$ cat config.mk
export PLATFORM = sky130hd
export DESIGN_NAME = mu
export DESIGN_NICKNAME = d
export VERILOG_FILES = /design/src/rtl/mu.sv
export SDC_FILE = /design/constraint.sdc
export NUM_CORES = 1
export LEC_CHECK = 0
export CAP_MARGIN = 30
export CELL_PAD_IN_SITES_DETAIL_PLACEMENT = 1
export CELL_PAD_IN_SITES_GLOBAL_PLACEMENT = 2
export CORE_MARGIN = 4
export CORE_UTILIZATION = 33
export DETAILED_ROUTE_END_ITERATION = 12
export GPL_TIMING_DRIVEN = 0
export PLACE_DENSITY = 0.76
export SKIP_LAST_GASP = 1
export SLEW_MARGIN = 40
export SYNTH_ARGS = -nofsm -noshare
export SYNTH_HDL_FRONTEND = slang
export SYNTH_SLANG_ARGS = --single-unit
export TNS_END_PERCENT = 10
$ cat constraint.sdc
create_clock -name clk -period 7.6 [get_ports clk]
set_input_delay 1.52 -clock clk [delete_from_list [all_inputs] [get_ports clk]]
set_output_delay 1.52 -clock clk [all_outputs]
set_load 0.005 [all_outputs]
$ cat src/rtl/mu.sv
// mu: sequential unsigned shift-add multiplier, one multiplier bit per clock.
// A start accepted in IDLE runs for BIT_WIDTH cycles. The full 2*BIT_WIDTH-bit
// product lands in c together with a one-cycle done strobe.
module mu #(
   parameter int unsigned BIT_WIDTH = 32
) (
   input  logic                   clk,
   input  logic                   rst,
   input  logic [BIT_WIDTH-1:0]   a,
   input  logic [BIT_WIDTH-1:0]   b,
   input  logic                   start,
   output logic [2*BIT_WIDTH-1:0] c,
   output logic                   done
);

   localparam int unsigned PW = 2 * BIT_WIDTH;
   localparam int unsigned CW = (BIT_WIDTH > 1) ? $clog2(BIT_WIDTH) : 1;
   localparam logic [CW-1:0] LAST_BIT = CW'(BIT_WIDTH - 1);

   typedef enum logic [1:0] {
      ST_IDLE = 2'd0,
      ST_BUSY = 2'd1,
      ST_DONE = 2'd2
   } state_t;

   state_t                 state_q,  state_d;
   logic [CW-1:0]          cnt_q,    cnt_d;
   logic [PW-1:0]          mcand_q,  mcand_d;
   logic [BIT_WIDTH-1:0]   mplier_q, mplier_d;
   logic [PW-1:0]          acc_q,    acc_d;
   logic [PW-1:0]          c_q,      c_d;
   logic                   done_q,   done_d;

   logic [PW-1:0]          pp_c;
   logic [PW-1:0]          sum_c;

   // Partial product for the current multiplier bit and the running sum.
   // mcand_q is already shifted left by the bit index, so no barrel shifter is needed.
   always_comb begin
      pp_c  = mplier_q[0] ? mcand_q : '0;
      sum_c = acc_q + pp_c;
   end

   // Next-state and datapath update for the IDLE -> BUSY -> DONE sequence.
   always_comb begin
      state_d  = state_q;
      cnt_d    = cnt_q;
      mcand_d  = mcand_q;
      mplier_d = mplier_q;
      acc_d    = acc_q;
      c_d      = c_q;
      done_d   = 1'b0;

      unique case (state_q)
         ST_IDLE: begin
            if (start) begin
               mcand_d  = {{BIT_WIDTH{1'b0}}, a};
               mplier_d = b;
               acc_d    = '0;
               cnt_d    = '0;
               state_d  = ST_BUSY;
            end
         end

         ST_BUSY: begin
            acc_d    = sum_c;
            mcand_d  = mcand_q << 1;
            mplier_d = mplier_q >> 1;
            cnt_d    = cnt_q + CW'(1);
            if (cnt_q == LAST_BIT) begin
               c_d     = sum_c;
               done_d  = 1'b1;
               cnt_d   = '0;
               state_d = ST_DONE;
            end
         end

         ST_DONE: begin
            state_d = ST_IDLE;
         end

         default: begin
            state_d = ST_IDLE;
         end
      endcase
   end

   // State and datapath registers; reset aborts any operation in flight.
   always_ff @(posedge clk or posedge rst) begin
      if (rst) begin
         state_q  <= ST_IDLE;
         cnt_q    <= '0;
         mcand_q  <= '0;
         mplier_q <= '0;
         acc_q    <= '0;
         c_q      <= '0;
         done_q   <= 1'b0;
      end else begin
         state_q  <= state_d;
         cnt_q    <= cnt_d;
         mcand_q  <= mcand_d;
         mplier_q <= mplier_d;
         acc_q    <= acc_d;
         c_q      <= c_d;
         done_q   <= done_d;
      end
   end

   assign c    = c_q;
   assign done = done_q;

endmodule

# After elaboration in Yosys (flattened, before gate mapping)
# Cells that the tools add are included.
# W data, S select, Z words.
# word_totals
ff_bits,232
input_bits,67
output_inout_bits,65
word_cells,33
# classes
addsub,2
n_eq_ne,4
n_mux,15
n_reduce_logical,5
# ops
cell,count
$pmux W64 S2,2
$mux W64,3
$add A64 B64 Y64,1
$pmux W32 S2,1
$mux W32,1
$mux W5,2
$pmux W5 S2,1
$reduce_and A2 Y1,3
$add A5 B1 Y5 const B,1
$eq A5 B5 Y1 const B,1
$mux W2,2
$ne A2 B2 Y1 const B,2
$pmux W2 S2,1
$eq A2 B1 Y1 const B,1
$logic_not A2 Y1,1
$mux W1,2
$reduce_bool A2 Y1,1

# Depth between registers and ports, before layout
# depth
ltp_word,3
mapped_depth,15
depth_no_buf,14

# Least setup slack after synthesis
# No wires, ideal clock.
# synth_timing
path_kind,reg2reg
startpoint,register mplier_q[0]
endpoint,register acc_q[58]
setup_time_ps,131
arrival_time_ps,3238
required_ps,7469
path_slack_ps,4231
path_stages_with_launch,15
n_path_buf,2
synth_period_minus_slack_ps,3369
path_cell_list,dfrtp_1 -> clkbuf_1 -> clkbuf_1 -> nand2_1 -> fa_1 -> nor2b_1 -> o31ai_1 -> a21oi_2 -> a41o_2 -> a41oi_2 -> nor2_2 -> a31oi_2 -> o21a_1 -> o2111a_1 -> or3_1
# synth_between
elab_chain_len,3
# synth_lines
item,line,text
from (decl),29,"logic [BIT_WIDTH-1:0] mplier_q, mplier_d;"
from (signal assigned),102,mplier_q <= mplier_d;
$mux W64,40,pp_c = mplier_q[0] ? mcand_q : '0;
$add A64 B64 Y64,41,sum_c = acc_q + pp_c;
$pmux W64 S2,54,unique case (state_q)
to (signal assigned),95,acc_q <= '0;
to (signal assigned),103,acc_q <= acc_d;
to (decl),30,"logic [PW-1:0] acc_q, acc_d;"
# Every way passes these cells.
# A chain may end at the register's enable or synchronous reset.

# Final worst setup path
# Same ends and word-level chain as after synthesis.

==> flow_metrics.py <==
metrics = {
    "yosys": {
        "synthFlopType": "dfrtp_1",
        "seq_area_frac_synth": 0.436,
        "synth_nets": 1588,
        "netlist_instances": 1455,
        "synthArstFlopShare": 1.00,
        "ys_ff_latch": 232,
        "synth_area_sq_mm": 0.0133,
        "ys_types": 73,
        "synth_edf_count": 0,
        "syn_avg_cell_area_sq_um": 9.14,
        "yosys_warnings": 0,
    },
    "sta": {
        "worst_pin_slew_ns": 0.857,
        "rsz0062_at_grt": "false",
        "timing.final.crit_share": 0.606,
        "tns_ns": 0,
        "post-route-min-period_ns": 4.61,
        "fin_worst_skew_ns": 0.0139,
        "worst_slack_ns": 2.99,
        "slew-limit-headroom": 0.429,
        "hold_violations": 0,
        "holdWs_ns": 0.475,
        "slew_violations": 0,
        "setup_viol_count_final": 0,
        "max_freq_mhz": 217,
    },
    "route": {
        "dr_total_vias": 11293,
        "viasPerCell": 5.19,
        "ant_nets": 0,
        "wl_mm": 42.5,
        "dr.pass1.iters": 5,
        "drc_errors": 0,
        "drt_iter0_drc": 515,
        "drt-wirelength-per-cell_um": 19.6,
    },
    "critical_path": {
        "endpoint": "acc_q[58]$_DFFE_PP0P_",
        "cp_max_fo": 10,
        "cpPeakStageDelay_ns": 0.47,
        "worst-path-buf-inv": 2,
        "worstPathCellList": "clkbuf_2, clkbuf_1, nand2_1, fa_1, nor2b_1, o31ai_1, a21oi_2, a41o_2, a41oi_2, nor2_2, a31oi_2, o21a_1, o2111a_1, or3_1",
        "crit_type": "flip-flop to flip-flop",
        "slowest_stage": "fa_1",
        "setup.worst_path.start_class": "flip-flop",
        "arrival_ns": 5.04,
        "required_ns": 8.03,
        "crit_start": "mplier_q[0]$_DFFE_PP0P_",
        "reg2regPathDepth": 14,
        "cp_top_family": "compound AO/OA/AOI/OAI gates",
        "r2r-start": "mplier_q[0]$_DFFE_PP0P_",
        "critical_path_depth": 14,
        "end_kind": "flip-flop",
        "worstReg2RegEnd": "acc_q[58]$_DFFE_PP0P_",
        "rrSetupSlack_ns": 2.99,
    },
    "global_routing": {
        "grt_overflow": 0,
        "grt_max_degree": 25,
        "gr-usage-all-layers": 0.193,
        "grt_pass1_wl_mm": 68.3,
        "first_global_vias": 12037,
        "antenna_found_initial": 1,
    },
    "placement": {
        "preCtsSetupSlack_ns": 2.85,
        "routabilityCongestion": 0.850,
        "post-dp-hpwl_mm": 32.7,
        "io_buffers": 131,
    },
    "cts": {
        "holdBufCountCts": 0,
        "clock_path_buffers": 3,
        "clkLatencyLatePin_ns": 0.56,
        "cts_sinks": 232,
        "cts_root_buffer": "clkbuf_16",
        "cts_tree": "done",
        "cts_max_level": 1,
        "cts_resized": 0,
        "post_cts_buffers": 0,
        "cts_made_buffers": 28,
        "clkSlewWorstSetupHoldPaths_ns": 0.06,
    },
    "die": {
        "rows": 73,
        "die_w_um": 209,
        "die_area_sq_mm": 0.0436,
        "initial_core_util": 0.334,
        "core-area_sq_mm": 0.0398,
        "die_h_um": 209,
        "pin_count": 132,
    },
    "pwr": {
        "switching_share": 0.423,
        "p_switching_w": 0.00287,
        "power.static_leakage_nw": 7.02,
        "peakVddDrop_uv": 197,
        "p_comb_frac": 0.487,
        "pwr-share-seq": 0.316,
        "clockPowerShare": 0.197,
        "internal-power_w": 0.00393,
        "power.density_mw_per_mm2": 412,
    },
    "status": {
        "status": "finished, final reports clean",
    },
    "final_layout": {
        "diodes": 0,
        "nets": 1760,
        "num-fill-cells": 4649,
        "layout-drive-gt1-share": 0.0576,
        "synthToLayoutAreaGrowth_pct": 23.9,
    },
    "worst_hold_path": {
        "hold_class": "flip-flop to flip-flop",
        "min_from": "c[36]$_DFFE_PP0P_",
    },
    "run": {
        "drv_cap": 0,
    },
}
## through the flow
step	cell area (sq um)	utilization	instances	power [W]
4_1_cts	16500	0.414	2174	0.00690
5_1_grt	16500	0.414	2174	0.00739
3_3_place_gp	15300	0.384	2111	0.00538
2_1_floorplan	13300	-	1455	0.00430
6_report	16500	0.414	2174	0.00680
3_5_place_dp	15600	0.391	2122	0.00551
## power groups by stage
stage | registers [W] | clock network [W] | logic [W]
final | 0.00215 | 0.00134 | 0.00331
after CTS | 0.00215 | 0.00138 | 0.00337
after detailed placement | 0.00217 | 0 | 0.00334
after global routing | 0.00222 | 0.00143 | 0.00374
after floorplan | 0.00204 | 0 | 0.00226
after global placement | 0.00215 | 0 | 0.00323
## logic make-up after synthesis
group | share of synthesized area
compound gates | 0.220
mux | 0.0482
flops | 0.436
buf+inv | 0.0371
fa+ha+maj | 0.0626
simple gates | 0.163
xor+xnor | 0.0329
## sequential cells by signal, summed over array words and instances (netlist names)
signal and count:
done 1, acc_q 64, cnt_q 5, mcand_q 64, state_q 2, c 64
mplier_q 32
## routing by layer
layer | track usage | vias to the layer above | wire [um]
met2 | 0.323 | 154 | 20000
met5 | 0 | - | 0
met3 | 0.0273 | 46 | 1440
met1 | 0.270 | 5585 | 20300
li1 | - | 5508 | -
met4 | 0.0358 | 0 | 796
## cells in the mapped netlist, drive strengths merged, types with 5 or more instances
| library cell | number | share of area |
|---|---|---|
| dfrtp | 232 | 0.44 |
| a22o | 43 | 0.028 |
| xor2 | 16 | 0.011 |
| nand3 | 27 | 0.010 |
| mux2i | 63 | 0.047 |
| o211ai | 14 | 0.0083 |
| nor3 | 15 | 0.0060 |
| or3 | 8 | 0.0038 |
| a21oi | 84 | 0.033 |
| a211oi | 5 | 0.0028 |
| o21a | 11 | 0.0062 |
| nor2 | 41 | 0.012 |
| a31oi | 6 | 0.0033 |
| ha | 65 | 0.061 |
| a21boi | 7 | 0.0039 |
| xnor2 | 34 | 0.022 |
| nand4 | 22 | 0.010 |
| o21bai | 16 | 0.0090 |
| and2 | 71 | 0.033 |
| a21o | 30 | 0.017 |
| clkbuf | 82 | 0.023 |
| o31ai | 13 | 0.0073 |
| buf | 16 | 0.0051 |
| o21ai | 191 | 0.072 |
| nand2 | 244 | 0.069 |
| inv | 31 | 0.0087 |
| nor2b | 5 | 0.0024 |
## tightest hold or removal path: stages, from the launching register on
cell	delay [ns]
dfrtp_1	0.34
nand2_1	0.04
o21ai_0	0.06
## layout by cell type (no fill, tap or decap), drive strengths merged, types with 30 or more instances in the layout
| cell | Yosys | layout |
|---|---|---|
| xnor2 | 34 | 34 |
| and2 | 71 | 71 |
| nor2 | 41 | 41 |
| mux2i | 63 | 63 |
| o21ai | 191 | 191 |
| nand2 | 244 | 244 |
| a21o | 30 | 30 |
| a22o | 43 | 43 |
| clkbuf | 82 | 123 |
| a21oi | 84 | 84 |
| dfrtp | 232 | 232 |
| clkdlybuf4s50 | 0 | 131 |
| ha | 65 | 65 |
| inv | 31 | 30 |
## how the worst min path moves through the flow
| stage | depth (start not counted) | slack [ns] | end |
|---|---|---|---|
| detailed placement | 2 | 0.47 | mplier_q[25]$_DFFE_PP0P_ |
| global route | 2 | 0.49 | c[39]$_DFFE_PP0P_ |
| floorplan | 2 | 0.45 | mplier_q[10]$_DFFE_PP0P_ |
| global placement | 2 | 0.46 | mplier_q[5]$_DFFE_PP0P_ |
| finish | 2 | 0.48 | c[36]$_DFFE_PP0P_ |
| CTS | 2 | 0.48 | mplier_q[25]$_DFFE_PP0P_ |
## final cells by class
cell class                      count  area, sq um  share of cell area
Tap cell                          525          657              0.0398
Inverter                           31          120             0.00729
Sequential cell                   232         5810               0.352
Clock inverter                     11          121             0.00736
Buffer                             98          385              0.0234
Clock buffer                       41          800              0.0485
Multi-Input combinational cell   1094         7010               0.425
Timing Repair Buffer              142         1590              0.0965
Note: power is estimated with default switching activity, not from simulation.
